**config.mk**
```make
export PLATFORM = sky130hd
export DESIGN_NAME = fetch_buffer
export DESIGN_NICKNAME = d
export VERILOG_FILES = /design/src/rtl/fetch_buffer.sv
export SDC_FILE = /design/constraint.sdc
export NUM_CORES = 1
export LEC_CHECK = 0
export BUFFER_PORTS_ARGS = -buffer_cell sky130_fd_sc_hd__buf_2
export CAP_MARGIN = 20
export CORE_ASPECT_RATIO = 0.8
export CORE_UTILIZATION = 30
export CTS_CLUSTER_DIAMETER = 200
export CTS_CLUSTER_SIZE = 20
export DETAILED_ROUTE_END_ITERATION = 16
export MAX_ROUTING_LAYER = met4
export SKIP_LAST_GASP = 1
export SLEW_MARGIN = 15
export SYNTH_ARGS = -nofsm -noshare
export SYNTH_HDL_FRONTEND = slang
export SYNTH_SLANG_ARGS = --single-unit
```
**constraint.sdc**
```tcl
create_clock -name clk_i -period 16.3 [get_ports clk_i]
set_input_delay 4.075 -clock clk_i [delete_from_list [all_inputs] [get_ports clk_i]]
set_output_delay 4.075 -clock clk_i [all_outputs]
set_load 0.01 [all_outputs]
```
**src/rtl/fetch_buffer.sv**
```systemverilog
// Fetch buffer: issues instruction-memory requests on credit, tags them with their PC,
// and queues returned instructions in order for IF/ID, dropping wrong-path responses after a flush.
module fetch_buffer #(
    parameter int DEPTH = 4,
    parameter int XLEN  = 32
) (
    input  logic            clk_i,
    input  logic            rst_i,
    input  logic            start_i,
    input  logic [XLEN-1:0] pc_i,
    output logic            pc_write_o,
    output logic            imem_req_o,
    output logic [XLEN-1:0] imem_addr_o,
    input  logic            imem_gnt_i,
    input  logic            imem_rvalid_i,
    input  logic [XLEN-1:0] imem_rdata_i,
    output logic            inst_valid_o,
    output logic [XLEN-1:0] inst_o,
    output logic [XLEN-1:0] inst_pc_o,
    input  logic            inst_ready_i,
    input  logic            flush_i
);
    localparam int AW = $clog2(DEPTH);
    localparam int CW = AW + 1;

    logic [CW-1:0] count_q, count_d;
    logic [CW-1:0] outst_q, outst_d;
    logic [CW-1:0] drop_q, drop_d;
    logic [AW-1:0] rd_ptr_q, rd_ptr_d;
    logic [AW-1:0] wr_ptr_q, wr_ptr_d;
    logic [AW-1:0] tag_rd_q, tag_rd_d;
    logic [AW-1:0] tag_wr_q, tag_wr_d;

    logic [XLEN-1:0] tag_mem  [DEPTH];
    logic [XLEN-1:0] data_mem [DEPTH];
    logic [XLEN-1:0] pc_mem   [DEPTH];

    logic [CW-1:0] in_flight;
    logic          slot_free;
    logic          accept;
    logic          resp;
    logic          keep;
    logic          pop;

    always_comb begin
        in_flight  = count_q + outst_q;
        slot_free  = in_flight < CW'(DEPTH);
        imem_req_o = start_i & ~flush_i & slot_free & ~rst_i;
        accept     = imem_req_o & imem_gnt_i;
        // A response with nothing outstanding is stale (e.g. straddling a reset) and is ignored.
        resp       = imem_rvalid_i & (outst_q != '0);
        keep       = resp & (drop_q == '0) & ~flush_i;
        pop        = (count_q != '0) & inst_ready_i & ~flush_i;

        count_d  = count_q + CW'(keep) - CW'(pop);
        outst_d  = outst_q + CW'(accept) - CW'(resp);
        drop_d   = drop_q - CW'(resp & (drop_q != '0));
        rd_ptr_d = rd_ptr_q + AW'(pop);
        wr_ptr_d = wr_ptr_q + AW'(keep);
        tag_wr_d = tag_wr_q + AW'(accept);
        tag_rd_d = tag_rd_q + AW'(resp);

        if (flush_i) begin
            // Everything still in flight after this edge belongs to the wrong path.
            count_d  = '0;
            rd_ptr_d = wr_ptr_q;
            wr_ptr_d = wr_ptr_q;
            drop_d   = outst_d;
        end
    end

    always_ff @(posedge clk_i) begin
        if (rst_i) begin
            count_q  <= '0;
            outst_q  <= '0;
            drop_q   <= '0;
            rd_ptr_q <= '0;
            wr_ptr_q <= '0;
            tag_rd_q <= '0;
            tag_wr_q <= '0;
        end else begin
            count_q  <= count_d;
            outst_q  <= outst_d;
            drop_q   <= drop_d;
            rd_ptr_q <= rd_ptr_d;
            wr_ptr_q <= wr_ptr_d;
            tag_rd_q <= tag_rd_d;
            tag_wr_q <= tag_wr_d;
        end
    end

    always_ff @(posedge clk_i) begin
        if (accept) begin
            tag_mem[tag_wr_q] <= pc_i;
        end
        if (keep) begin
            data_mem[wr_ptr_q] <= imem_rdata_i;
            pc_mem[wr_ptr_q]   <= tag_mem[tag_rd_q];
        end
    end

    assign pc_write_o   = accept;
    assign imem_addr_o  = pc_i;
    assign inst_valid_o = (count_q != '0);
    // Head is masked to zero when empty so stale storage never leaks out.
    assign inst_o       = inst_valid_o ? data_mem[rd_ptr_q] : '0;
    assign inst_pc_o    = inst_valid_o ? pc_mem[rd_ptr_q]   : '0;
endmodule
```
### After elaboration in Yosys (flattened, before gate mapping)

Memories as Yosys holds them, arrays and structs flattened. A register that Yosys moved wholly into a read port is not among the register bits.
Index checks and enable logic that the tools add are counted.

| word-level totals | value |
|---|---|
| register bits | 17 |
| RAM bits | 384 |
| bits of input ports | 71 |
| output and inout port bits | 99 |
| logic and storage cells | 49 |
| memories | 3 |

| cells by class | value |
|---|---|
| add/sub/neg operators | 10 |
| magnitude comparators | 1 |
| multiplexer cells | 11 |
| bitwise operators | 12 |
| reductions and logical operators | 5 |

Memory list:

| name | depth | width | read ports | clocked after Yosys merged registers in | wr ports | line | source |
|---|---|---|---|---|---|---|---|
| data_mem | 4 | 32 | 1 | 1 | 1 | 35 | `logic [XLEN-1:0] data_mem [DEPTH];` |
| pc_mem | 4 | 32 | 1 | 1 | 1 | 36 | `logic [XLEN-1:0] pc_mem [DEPTH];` |
| tag_mem | 4 | 32 | 1 | 1 | 1 | 34 | `logic [XLEN-1:0] tag_mem [DEPTH];` |

Operators by type and width:

| kind | number |
|---|---|
| $mux 32 | 2 |
| $and 1x1->1 | 10 |
| $reduce_bool 3->1 | 3 |
| $sub 3x1->3 | 3 |
| $add 2x1->2 | 4 |
| $mux 2 | 4 |
| $add 3x1->3 | 2 |
| $mux 1 | 4 |
| $add 3x3->3 | 1 |
| $logic_not 3->1 | 1 |
| $lt 3x3->1 const B | 1 |
| $mux 3 | 1 |
| $not 1->1 | 2 |
| $reduce_or 2->1 | 1 |

### Depth between registers and ports, before layout

| depth | value |
|---|---|
| depth after elaboration | 8 |
| depth in mapped cells | 10 |
| depth with buffers taken out | 9 |

### Least setup slack after synthesis

Ideal clock, no wire load.

| timing path | value |
|---|---|
| path type | input -> register |
| from | input imem_rvalid_i |
| to | memory data_mem[2][0], enable pin |
| setup time | 0.578 ns |
| arrival time | 9.233 ns |
| required time | 15.722 ns |
| path slack | 6.489 ns |
| stages on the path | 3 |
| buffers on the path | 0 |
| cell sequence | o31ai_2 or3_4 nor3b_1 |

| on the way | value |
|---|---|
| cells in the longest elaborated chain, start to end | 5 |

RTL lines:

| item | line | source |
|---|---|---|
| from (decl) | 15 | `input logic imem_rvalid_i,` |
| $and 1x1->1 | 51 | `resp = imem_rvalid_i & (outst_q != '0);` |
| $and 1x1->1 (2 in series) | 52 | `keep = resp & (drop_q == '0) & ~flush_i;` |
| $mux 1 | 96 | `if (keep) begin` |
| $mux 1 (not written as such) | 97 | `data_mem[wr_ptr_q] <= imem_rdata_i;` |
| to (decl) | 35 |  |

Every way passes these cells.

### Worst setup path in the final report

| timing path | value |
|---|---|
| from | input rst_i |
| to | output pc_write_o |

| on the way | value |
|---|---|
| cells in the longest elaborated chain, start to end | 3 |

RTL lines:

| item | line | source |
|---|---|---|
| from (decl) | 8 | `input logic rst_i,` |
| $not 1->1 | 48 | `imem_req_o = start_i & ~flush_i & slot_free & ~rst_i;` |
| $and 1x1->1 | 48 |  |
| $and 1x1->1 | 49 | `accept = imem_req_o & imem_gnt_i;` |
| to (decl) | 11 | `output logic pc_write_o,` |

Every way passes these cells.

==> qor.txt <==
Clk pwr share - 0.293
Setup_tns - 0 ns
DR DRC count - 0
Yosys reg bits - 401
Layout Cell Area excl Fill - 17600 µm²
Area share of the largest cell type after synthesis - 0.743
Commonest cells post-synth - 384 x edfxtp_1, 96 x mux4_2, 66 x and2_1
CP Max Fanout - 16
GRT Overall Usage - 0.122
Tmin final - 9.27 ns
Synth Warn # - 0
Clock slew at reported path FFs - 0.08 ns
DR WL/cell - 19.9 µm
Fin nets - 940
Clock sink total - 401
Post-CTS setup buffers - 0
Synth Cell Area - 15500 µm²
Final Setup Violations - 0
M3 GR Usage - 0.0214
Part of the power in combinational logic - 0.126
Hold buffer count at CTS - 0
Worst hold slack - 0.595 ns
CTS tree - done
Crit-path slowest cell - nand3_1
FP Rows - 74
Hpwl dp - 17.2 mm
CP Class - input pin to output pin
Worst hold start - wr_ptr_q[0]
Reg-to-reg slack, setup - 13.30 ns
Via/cell ratio - 4.43
Switching pwr - 490 µW
CP arrival - 5.20 ns
Final WL - 31.0 mm
Drt first-iter violations - 442
Switching share of power - 0.235
Synthesized Nets - 792
Final hold violation count - 0
Unique masters post-synth - 35
Critical Path RT - 12.23 ns
Gpl congestion - 0.735
Critical R2R Launch - drop_q[1]
Flop pwr share - 0.581
R2R cell count - 5
Post-synthesis area per instance - 21.9 µm²
Crit. Startpoint - rst_i
Max Fclk - 108 MHz
Fin util - 0.345
Skew-Pair Late Insertion Delay - 0.58 ns
Unrepaired setup endpoints after global routing - no
Post-CTS sizing - 0
Worst VDD drop - 0.0973 mV
Max Cap Violations - 0
Final ANT Viol Nets - 0
Slew @ Worst Pin - 0.987 ns
Share of cells above drive strength 1 - 0.370
Die H - 205 µm
Cell taking the most area after synthesis - edfxtp_1
# IOs - 170
Die footprint - 52700 µm²
# H-tree levels - 1
Initial Utilization - 0.304
Fill cells - 4854
Top-count cell post-synth - edfxtp_1
CP cell instances - buf_2, nor2_1, nand3_1, nor2_1, buf_2
DRT Pass-1 Iters - 4
Cell count after synthesis - 708
FF-to-FF End - pc_mem[1][19]
Period utilization - 0.569
Final Skew - 0.0307 ns
Vias in the first global route - 7201
Multi-input logic area - 3170 µm²
Leakage - 5.77 nW
Crit path to - pc_write_o
Largest net degree at the start of global routing - 50
Async SR Flop Fraction - 0
Antenna violations before repair - 0
P per Cell Area - 118 nW/µm²
Worst hold path type - flip-flop to flip-flop
# port buffers - 169
M1 GR Usage - 0.163
Pint - 1.60 mW
Most used routing layer - met2
Total CTS buffers - 24
Placed cell areas - 16900 µm²
Via count - 6896
Fin. max-slew vios - 0
Die width - 256 µm
Core area - 51100 µm²
Flip-flop and latch area - 11900 µm²
Top post-synthesis cells by area - edfxtp_1 74%, mux4_2 14%, and2_1 2.7%
First-pass GRT wire length - 46.1 mm
GRT met2 Usage - 0.196
Max-slew headroom - 0.342
CTS Root Cell - clkbuf_16
Post-synthesis sequential area ratio - 0.765
Run status - completed
CP peak stage delay - 0.28 ns
Top_reg_cell synth - edfxtp_1
ANT cells - 0
Worst Setup Start Kind - input pin
Layout area overhead - 13.6%
Endpoint class of the critical path - output pin
Clock Path Buffers - 3
GRT overflow - 0
Post-synth EDFFs - 384
==> cell families (layout without fill, tap and decap cells) <==
family          Yosys count  count (layout)  synth area share
flops                   401             401             0.765
simple gates            104             104            0.0407
mux                      97              97             0.140
buf+inv                  75             241            0.0340
fa+ha+maj                13              13            0.0114
xor+xnor                 11              11           0.00621
compound gates            7               7           0.00298
==> power groups by stage <==
stage	combinational (mW)	clock (mW)	sequential (mW)
3_5_place_dp	0.272	0	1.24
6_report	0.264	0.612	1.21
4_1_cts	0.274	0.640	1.21
5_1_grt	0.294	0.672	1.22
3_3_place_gp	0.266	0	1.24
2_1_floorplan	0.196	0	1.23
==> flip-flops by register name, summed over array words and instances (netlist names), 3 cells and up <==
name,count
tag_mem,128
pc_mem,128
count_q,3
data_mem,128
drop_q,3
outst_q,3
==> how the worst min path moves through the flow <==
stage | to | slack, ns | cells past startpoint
after global routing | wr_ptr_q[0] | 0.62 | 2
after floorplan | rd_ptr_q[0] | 0.51 | 2
final | wr_ptr_q[0] | 0.59 | 2
after CTS | wr_ptr_q[0] | 0.59 | 2
after detailed placement | wr_ptr_q[0] | 0.58 | 2
after global placement | wr_ptr_q[0] | 0.58 | 2
==> metal layers <==
| layer | vias to the layer above | share of wire |
|---|---|---|
| li1 | 3091 | - |
| met1 | 3609 | 0.46 |
| met2 | 158 | 0.48 |
| met3 | 38 | 0.042 |
| met4 | 0 | 0.018 |
| met5 | - | 0 |
==> cell usage in the layout, fill, tap and decap left out, types with 13 or more instances in the layout <==
cell type  count
edfxtp_1     384
buf_2        169
clkbuf_16     24
dfxtp_1       13
clkbuf_1      18
nor2_1        13
buf_4         15
and2_1        66
mux4_2        96
==> critical path, delay by kind of cell <==
family | cells | cell delay (ns)
simple gates | 3 | 0.75
buf+inv | 2 | 0.37
==> per-stage QoR <==
step	total power [mW]	setup slack [ns]	std cells
final	2.09	7.03	1558
after global routing	2.18	6.93	1558
after CTS	2.13	7.03	1557
after detailed placement	1.51	7.03	1513
after global placement	1.50	7.03	1513
after floorplan	1.43	6.49	708
==> final cells by class <==
cell class,instances,share of cell area
clock buffers,42,0.0379
clock inverters,2,0.00206
inverters,12,0.00255
multi-input cells,232,0.180
flip-flops and latches,401,0.674
well taps,684,0.0485
repair buffers,185,0.0552
(Power assumes the default switching activity.)
